$ cat src/rtl/vram_wr_sched_pkg.sv
// Shared definitions for the character VRAM write-port scheduler:
// source indices, fill FSM encoding and width helpers.
package vram_sched_pkg;

    localparam int C_DAT_W_DEF = 8;
    localparam int C_ADR_W_DEF = 10;

    // Source indices double as bit positions in the request/grant vectors.
    typedef enum logic [1:0] {
        SRC_H0   = 2'd0,
        SRC_H1   = 2'd1,
        SRC_FILL = 2'd2
    } src_t;

    typedef enum logic [1:0] {
        ST_IDLE = 2'd0,
        ST_RUN  = 2'd1,
        ST_DONE = 2'd2
    } fill_state_t;

    // Fill length needs one extra bit so a full-memory fill is expressible.
    function automatic int len_w(input int adr_w);
        return adr_w + 1;
    endfunction

endpackage

$ cat src/rtl/vram_wr_sched_if.sv
// Host, fill-control and RAM write-port signals of the scheduler.
// Hosts hold REQ/ADR/DAT until ACK; ACK high means the word is taken at this clock edge.
interface vram_wr_sched_if
    import vram_sched_pkg::*;
#(
    parameter int C_DAT_W = C_DAT_W_DEF,
    parameter int C_ADR_W = C_ADR_W_DEF
);
    logic                 H0_REQ_i;
    logic [C_ADR_W-1:0]   H0_ADR_i;
    logic [C_DAT_W-1:0]   H0_DAT_i;
    logic                 H0_ACK_o;
    logic                 H1_REQ_i;
    logic [C_ADR_W-1:0]   H1_ADR_i;
    logic [C_DAT_W-1:0]   H1_DAT_i;
    logic                 H1_ACK_o;
    logic                 FILL_START_i;
    logic [C_ADR_W-1:0]   FILL_ADR_i;
    logic [C_ADR_W:0]     FILL_LEN_i;
    logic [C_DAT_W-1:0]   FILL_DAT_i;
    logic                 FILL_BUSY_o;
    logic                 FILL_DONE_o;
    logic                 WE_o;
    logic [C_ADR_W-1:0]   WAs_o;
    logic [C_DAT_W-1:0]   WDs_o;
    fill_state_t          DBG_STATE_o;

    modport master (
        output H0_REQ_i, H0_ADR_i, H0_DAT_i, H1_REQ_i, H1_ADR_i, H1_DAT_i,
        output FILL_START_i, FILL_ADR_i, FILL_LEN_i, FILL_DAT_i,
        input  H0_ACK_o, H1_ACK_o, FILL_BUSY_o, FILL_DONE_o,
        input  WE_o, WAs_o, WDs_o, DBG_STATE_o
    );

    modport slave (
        input  H0_REQ_i, H0_ADR_i, H0_DAT_i, H1_REQ_i, H1_ADR_i, H1_DAT_i,
        input  FILL_START_i, FILL_ADR_i, FILL_LEN_i, FILL_DAT_i,
        output H0_ACK_o, H1_ACK_o, FILL_BUSY_o, FILL_DONE_o,
        output WE_o, WAs_o, WDs_o, DBG_STATE_o
    );

endinterface

$ cat src/rtl/vram_wr_sched_rr_arb3.sv
// Three-way round-robin arbiter; search starts at the source after the last one granted.
module rr_arb3
    import vram_sched_pkg::*;
(
    input  logic       clk,
    input  logic       rst_n,
    input  logic [2:0] req,
    output logic [2:0] grant
);

    src_t ptr_q;
    src_t cand;

    always_comb begin
        grant = 3'b000;
        cand  = ptr_q;
        for (int i = 0; i < 3; i++) begin
            cand = (cand == SRC_FILL) ? SRC_H0 : src_t'(cand + 2'd1);
            if (grant == 3'b000 && req[cand]) begin
                grant[cand] = 1'b1;
            end
        end
    end

    // Pointer moves only when something was granted.
    always_ff @(posedge clk or negedge rst_n) begin
        if (!rst_n) begin
            ptr_q <= SRC_FILL;
        end else if (grant[SRC_H0]) begin
            ptr_q <= SRC_H0;
        end else if (grant[SRC_H1]) begin
            ptr_q <= SRC_H1;
        end else if (grant[SRC_FILL]) begin
            ptr_q <= SRC_FILL;
        end
    end

endmodule

$ cat src/rtl/vram_wr_sched.sv
// Write-port scheduler for the character VRAM: two host writers plus a fill engine
// share one registered RAM write port, one write per cycle, round-robin.
module vram_wr_sched
    import vram_sched_pkg::*;
#(
    parameter int C_DAT_W = C_DAT_W_DEF,
    parameter int C_ADR_W = C_ADR_W_DEF
)(
    input  logic             CK_i,
    input  logic             XAR_i,
    vram_wr_sched_if.slave   bus
);

    localparam int C_LEN_W = len_w(C_ADR_W);

    fill_state_t          state_q, state_d;
    logic [C_ADR_W-1:0]   fill_adr_q;
    logic [C_LEN_W-1:0]   fill_rem_q;
    logic [C_DAT_W-1:0]   fill_dat_q;
    logic [2:0]           req, grant;
    logic                 we_q;
    logic [C_ADR_W-1:0]   was_q;
    logic [C_DAT_W-1:0]   wds_q;

    // Requests are masked during reset so ACKs read 0 while XAR_i is low.
    assign req = XAR_i ? {(state_q == ST_RUN) && (fill_rem_q != '0),
                          bus.H1_REQ_i, bus.H0_REQ_i} : 3'b000;

    rr_arb3 u_arb (
        .clk   (CK_i),
        .rst_n (XAR_i),
        .req   (req),
        .grant (grant)
    );

    always_ff @(posedge CK_i or negedge XAR_i) begin
        if (!XAR_i) begin
            state_q <= ST_IDLE;
        end else begin
            state_q <= state_d;
        end
    end

    always_comb begin
        state_d = state_q;
        unique case (state_q)
            ST_IDLE: begin
                if (bus.FILL_START_i) begin
                    state_d = (bus.FILL_LEN_i == '0) ? ST_DONE : ST_RUN;
                end
            end
            ST_RUN: begin
                if (grant[SRC_FILL] && fill_rem_q == C_LEN_W'(1)) begin
                    state_d = ST_DONE;
                end
            end
            ST_DONE: state_d = ST_IDLE;
            default: state_d = ST_IDLE;
        endcase
    end

    // Fill parameters are captured only from IDLE; address wraps naturally.
    always_ff @(posedge CK_i or negedge XAR_i) begin
        if (!XAR_i) begin
            fill_adr_q <= '0;
            fill_rem_q <= '0;
            fill_dat_q <= '0;
        end else if (state_q == ST_IDLE && bus.FILL_START_i) begin
            fill_adr_q <= bus.FILL_ADR_i;
            fill_rem_q <= bus.FILL_LEN_i;
            fill_dat_q <= bus.FILL_DAT_i;
        end else if (grant[SRC_FILL]) begin
            fill_adr_q <= fill_adr_q + 1'b1;
            fill_rem_q <= fill_rem_q - 1'b1;
        end
    end

    always_ff @(posedge CK_i or negedge XAR_i) begin
        if (!XAR_i) begin
            we_q  <= 1'b0;
            was_q <= '0;
            wds_q <= '0;
        end else begin
            we_q <= |grant;
            if (grant[SRC_H0]) begin
                was_q <= bus.H0_ADR_i;
                wds_q <= bus.H0_DAT_i;
            end else if (grant[SRC_H1]) begin
                was_q <= bus.H1_ADR_i;
                wds_q <= bus.H1_DAT_i;
            end else if (grant[SRC_FILL]) begin
                was_q <= fill_adr_q;
                wds_q <= fill_dat_q;
            end
        end
    end

    assign bus.H0_ACK_o    = grant[SRC_H0];
    assign bus.H1_ACK_o    = grant[SRC_H1];
    assign bus.FILL_BUSY_o = (state_q != ST_IDLE);
    assign bus.FILL_DONE_o = (state_q == ST_DONE);
    assign bus.WE_o        = we_q;
    assign bus.WAs_o       = was_q;
    assign bus.WDs_o       = wds_q;
    assign bus.DBG_STATE_o = state_q;

endmodule

$ cat src/flat_wrapper.sv
// flat-port wrapper written by rule: the top's interface ports become plain ports
module vram_wr_sched_flat import vram_sched_pkg::*;
#(
    parameter int C_DAT_W = C_DAT_W_DEF,
    parameter int C_ADR_W = C_ADR_W_DEF
)
  (CK_i, XAR_i, bus_H0_REQ_i, bus_H0_ADR_i, bus_H0_DAT_i, bus_H1_REQ_i, bus_H1_ADR_i, bus_H1_DAT_i, bus_FILL_START_i, bus_FILL_ADR_i, bus_FILL_LEN_i, bus_FILL_DAT_i, bus_H0_ACK_o, bus_H1_ACK_o, bus_FILL_BUSY_o, bus_FILL_DONE_o, bus_WE_o, bus_WAs_o, bus_WDs_o, bus_DBG_STATE_o);
  vram_wr_sched_if #(.C_DAT_W(C_DAT_W), .C_ADR_W(C_ADR_W)) bus_i ();
  input  logic CK_i;
  input  logic XAR_i;
  input wire logic [$bits(bus_i.H0_REQ_i)-1:0] bus_H0_REQ_i;
  input wire logic [$bits(bus_i.H0_ADR_i)-1:0] bus_H0_ADR_i;
  input wire logic [$bits(bus_i.H0_DAT_i)-1:0] bus_H0_DAT_i;
  input wire logic [$bits(bus_i.H1_REQ_i)-1:0] bus_H1_REQ_i;
  input wire logic [$bits(bus_i.H1_ADR_i)-1:0] bus_H1_ADR_i;
  input wire logic [$bits(bus_i.H1_DAT_i)-1:0] bus_H1_DAT_i;
  input wire logic [$bits(bus_i.FILL_START_i)-1:0] bus_FILL_START_i;
  input wire logic [$bits(bus_i.FILL_ADR_i)-1:0] bus_FILL_ADR_i;
  input wire logic [$bits(bus_i.FILL_LEN_i)-1:0] bus_FILL_LEN_i;
  input wire logic [$bits(bus_i.FILL_DAT_i)-1:0] bus_FILL_DAT_i;
  output wire logic [$bits(bus_i.H0_ACK_o)-1:0] bus_H0_ACK_o;
  output wire logic [$bits(bus_i.H1_ACK_o)-1:0] bus_H1_ACK_o;
  output wire logic [$bits(bus_i.FILL_BUSY_o)-1:0] bus_FILL_BUSY_o;
  output wire logic [$bits(bus_i.FILL_DONE_o)-1:0] bus_FILL_DONE_o;
  output wire logic [$bits(bus_i.WE_o)-1:0] bus_WE_o;
  output wire logic [$bits(bus_i.WAs_o)-1:0] bus_WAs_o;
  output wire logic [$bits(bus_i.WDs_o)-1:0] bus_WDs_o;
  output wire logic [$bits(bus_i.DBG_STATE_o)-1:0] bus_DBG_STATE_o;
  assign bus_i.H0_REQ_i = bus_H0_REQ_i;
  assign bus_i.H0_ADR_i = bus_H0_ADR_i;
  assign bus_i.H0_DAT_i = bus_H0_DAT_i;
  assign bus_i.H1_REQ_i = bus_H1_REQ_i;
  assign bus_i.H1_ADR_i = bus_H1_ADR_i;
  assign bus_i.H1_DAT_i = bus_H1_DAT_i;
  assign bus_i.FILL_START_i = bus_FILL_START_i;
  assign bus_i.FILL_ADR_i = bus_FILL_ADR_i;
  assign bus_i.FILL_LEN_i = bus_FILL_LEN_i;
  assign bus_i.FILL_DAT_i = bus_FILL_DAT_i;
  assign bus_H0_ACK_o = bus_i.H0_ACK_o;
  assign bus_H1_ACK_o = bus_i.H1_ACK_o;
  assign bus_FILL_BUSY_o = bus_i.FILL_BUSY_o;
  assign bus_FILL_DONE_o = bus_i.FILL_DONE_o;
  assign bus_WE_o = bus_i.WE_o;
  assign bus_WAs_o = bus_i.WAs_o;
  assign bus_WDs_o = bus_i.WDs_o;
  assign bus_DBG_STATE_o = bus_i.DBG_STATE_o;
  vram_wr_sched #(.C_DAT_W(C_DAT_W), .C_ADR_W(C_ADR_W)) u_core (.CK_i(CK_i), .XAR_i(XAR_i), .bus(bus_i));
endmodule
$ cat config.mk
export PLATFORM = sky130hd
export DESIGN_NAME = vram_wr_sched_flat
export DESIGN_NICKNAME = d
export VERILOG_FILES = /design/src/rtl/vram_wr_sched_pkg.sv /design/src/rtl/vram_wr_sched_if.sv /design/src/rtl/vram_wr_sched_rr_arb3.sv /design/src/rtl/vram_wr_sched.sv /design/src/flat_wrapper.sv
export SDC_FILE = /design/constraint.sdc
export NUM_CORES = 1
export LEC_CHECK = 0
export BUFFER_PORTS_ARGS = -buffer_cell sky130_fd_sc_hd__buf_2
export CAP_MARGIN = 0
export CORE_UTILIZATION = 30
export CTS_CLUSTER_DIAMETER = 50
export DETAILED_ROUTE_END_ITERATION = 8
export GPL_TIMING_DRIVEN = 0
export PLACE_DENSITY_LB_ADDON = 0.08
export SYNTH_ARGS = -nofsm -noshare
export SYNTH_HDL_FRONTEND = slang
export SYNTH_SLANG_ARGS = --single-unit
$ cat constraint.sdc
create_clock -name CK_i -period 3.5 [get_ports CK_i]
set_input_delay 0.35 -clock CK_i [delete_from_list [all_inputs] [get_ports CK_i]]
set_output_delay 0.35 -clock CK_i [all_outputs]
set_load 0.02 [all_outputs]
==> impl_results.md <==
* FF-to-FF End: u_core.bus.WDs_o[3]
* Max Slew Vio Count at 0
* Setup Buffers After CTS at 0
* Register share of total power at 0.399
* Skew final at approximately 0.011 ns
* Clock Path Buffers at 2
* Final Non-Filler Cells at ~500
* R2R depth at 9
* Inst Count DP at 493
* Setup violators final at 0
* Die ar. at roughly 9700 um2
* Largest net degree at the start of global routing at 59
* Die Y at slightly below 100 um
* DR iter-0 viols at 100
* Starting Density at 0.315
* Logic pwr share at 0.467
* Max rail drop VDD at between 0.0002 and 0.0003 V
* Total Neg Setup Slack at 0 ns
* Most common cell after layout, fill and taps aside: buf_2
* Clock-pin slew on the worst setup and hold paths at 0.10 ns
* Io pins at 95
* Slew Limit Headroom at 0.504
* Wirelength per Cell at around 16 um
* Number of diodes at 0
* Vias per cell at 5.18
* Hold Vio Cnt, Final at 0
* CP required at 3.15 ns
* Antenna-violating nets left at 0
* Syn Inst Count at between 200 and 300
* Hold Path Class: input pin to asynchronous set/reset pin
* Power Dens Cells at roughly 780 nW/um2
* Synth Area in XOR/XNOR at 0.0125
* Reg2reg setup slack at between 1 and 1.5 ns
* Final wirelength at ~8.2 mm
* Vias in the first global route at about 2600
* Synth Area in Compound Gates at 0.273
* Commonest cells after routing, fill and taps aside: buf_2, dfrtp_1, nand2_1
* Seq/Total Area, Yosys at 0.465
* Crit path time final at 2.77 ns
* Syn_area_per_cell at between 9 and 10 um2
* Post-synth EDFFs at 0
* Synthesized flop and latch total at 52
* Net Sw Frac at 0.417
* Worst setup EP type: primary output
* Root buffer cell: clkbuf_8
* CTS tree: done
* Placed cell area at 3410 um2
* Synth area leaders: dfrtp_1, nand2_1, a22oi_1
* PostCTS Resize Cnt at 0
* First-pass GRT wire length at ~13 mm
* Setup crit start: u_core.fill_rem_q[1]
* Clock Latency Late Sink at about 0.30 ns
* Largest family of logic cells by synthesized area: compound AO/OA/AOI/OAI gates
* Final nets at ~470
* Via total after detailed routing at 2595
* Global Route Usage Sum at 0.176
* Post-synth top area share at 0.455
* DRT Pass-1 Iters at 4
* Slew at the pin closest to its max-slew limit at about 0.74 ns
* FMAX at 361 MHz
* Post-synthesis mux area share at 0.00402
* Core Rows at 34
* Area of the core at roughly 9000 um2
* Die Wd at 98.7 um
* Static leakage at roughly 1.6 nW
* Ys async rst share at 1.00
* Yosys top cell by area: dfrtp_1
* Yosys warning total at 0
* Period utilization at 0.792
* Arrival time worst endpoint at about 2.4 ns
* Num CTS Buffers at 5
* Input/output buffers at 94
* DP HPWL at ~5.9 mm
* RSZ-0062 raised after global routing: false
* Clk sinks at 52
* Critical Path Start Type: register
* Fin util at 0.394
* Distinct cell type count after synthesis at 50
* Initial antenna violation count at 0
* DRC viols at 0
* Worst reg2reg path startpoint: u_core.fill_rem_q[0]
* Syn nets at roughly 360
* Crit path max fanout at 10
* Crit path kind: register to primary output
* Overflow left after global routing at 0
* Area Growth Syn to Fin at 25.0%
* Htree depth at 2
* MaxCap Viol Count at 0
* Post-synth top flop: dfrtp_1
* Psw at 1.14 mW
* Final Wtd Congestion at between 0.7 and 0.8
* Post-Synth Adder-Cell Area at 0.0134
* CTS Hold Bufs at 0
* Layout cells sized above 1 at 0.341
* Cell Area, Synth at ~2800 um2
* Clock network power share at 0.134
* Status: completed
* Final Instance Area at about 3500 um2
* CP Capture Point: bus_H1_ACK_o
* Simple-gate area share of the yosys netlist at 0.189
* Hold WS at ~0.10 ns
* Internal Pwr Total at 1.59 mW
==> synth_stat cells (6+ instances only) <==
cell        n
a21oi_1    13
clkbuf_1    8
inv_1       6
nor2_1     17
o21ai_0    26
a22oi_1    18
nand3_1     7
nand2_1    44
a2bb2oi_2   9
dfrtp_1    51
a2bb2oi_1   9
nor3_1      7
==> kinds of logic (layout without fill, tap and decap cells) <==
group,Yosys count,in the layout
mux,1,1
fa+ha+maj,3,3
buf+inv,23,125
compound gates,103,103
flops,52,52
xor+xnor,4,4
simple gates,105,105
==> stage by stage <==
stage               worst slack (ns)  total power, mW
finish                         0.728             2.73
detailed placement             0.329             2.38
global route                   0.480             2.95
global placement               0.330             2.37
floorplan                       1.45             1.98
CTS                            0.580             2.76
==> final cells by class <==
class                   count  area, um2
plain buffers              17       98.8
clock buffers               7       86.3
clock inverters             1       7.51
fillers                   929       5390
inverters                   6       22.5
multi-input cells         216       1380
flip-flops and latches     52       1300
well taps                 108        135
repair buffers             94        473
==> worst max-delay path, stage by stage (launching register included) <==
cell and delay [ns]:
dfrtp_1 0.40, inv_1 0.11, ha_1 0.18, nor3b_1 0.29, nand3_1 0.21, a31oi_1 0.40
buf_2 0.32, buf_2 0.21
==> per-layer routing <==
layer	track usage	share of wire	vias up
li1	-	-	1283
met1	0.244	0.49	1245
met2	0.291	0.46	65
met3	0.0291	0.039	2
met4	0.0367	0.0035	0
met5	0	0	-
==> flip-flops by register name, summed over array words and instances, names as in the netlist <==
name / flops
u_core.bus.DBG_STATE_o: 2
u_core.fill_adr_q: 10
u_core.fill_dat_q: 8
u_core.bus.WDs_o: 8
u_core.u_arb.ptr_q: 2
u_core.fill_rem_q: 11
u_core.bus.WAs_o: 10
u_core.bus.WE_o: 1
==> how the worst min path moves through the flow <==
stage / cells after the start / to / slack, ns / from
after floorplan: 0 / u_core.bus.DBG_STATE_o[0] / 0.05 / XAR_i
after global placement: 2 / u_core.fill_dat_q[4] / 0.46 / u_core.fill_dat_q[4]
after detailed placement: 2 / u_core.fill_dat_q[4] / 0.46 / u_core.fill_dat_q[4]
after CTS: 3 / u_core.fill_dat_q[3] / 0.24 / bus_FILL_DAT_i[3]
after global routing: 1 / u_core.bus.WAs_o[3] / 0.16 / XAR_i
final: 1 / u_core.bus.WAs_o[3] / 0.10 / XAR_i
==> power groups by stage <==
stage	Clock (mW)	Sequential, mW	Combinational, mW
final	0.367	1.09	1.28
after global routing	0.410	1.13	1.42
after floorplan	0	1.20	0.779
after global placement	0	1.09	1.28
after detailed placement	0	1.10	1.29
after CTS	0.382	1.09	1.29
Power figures use the tool's default switching activity.
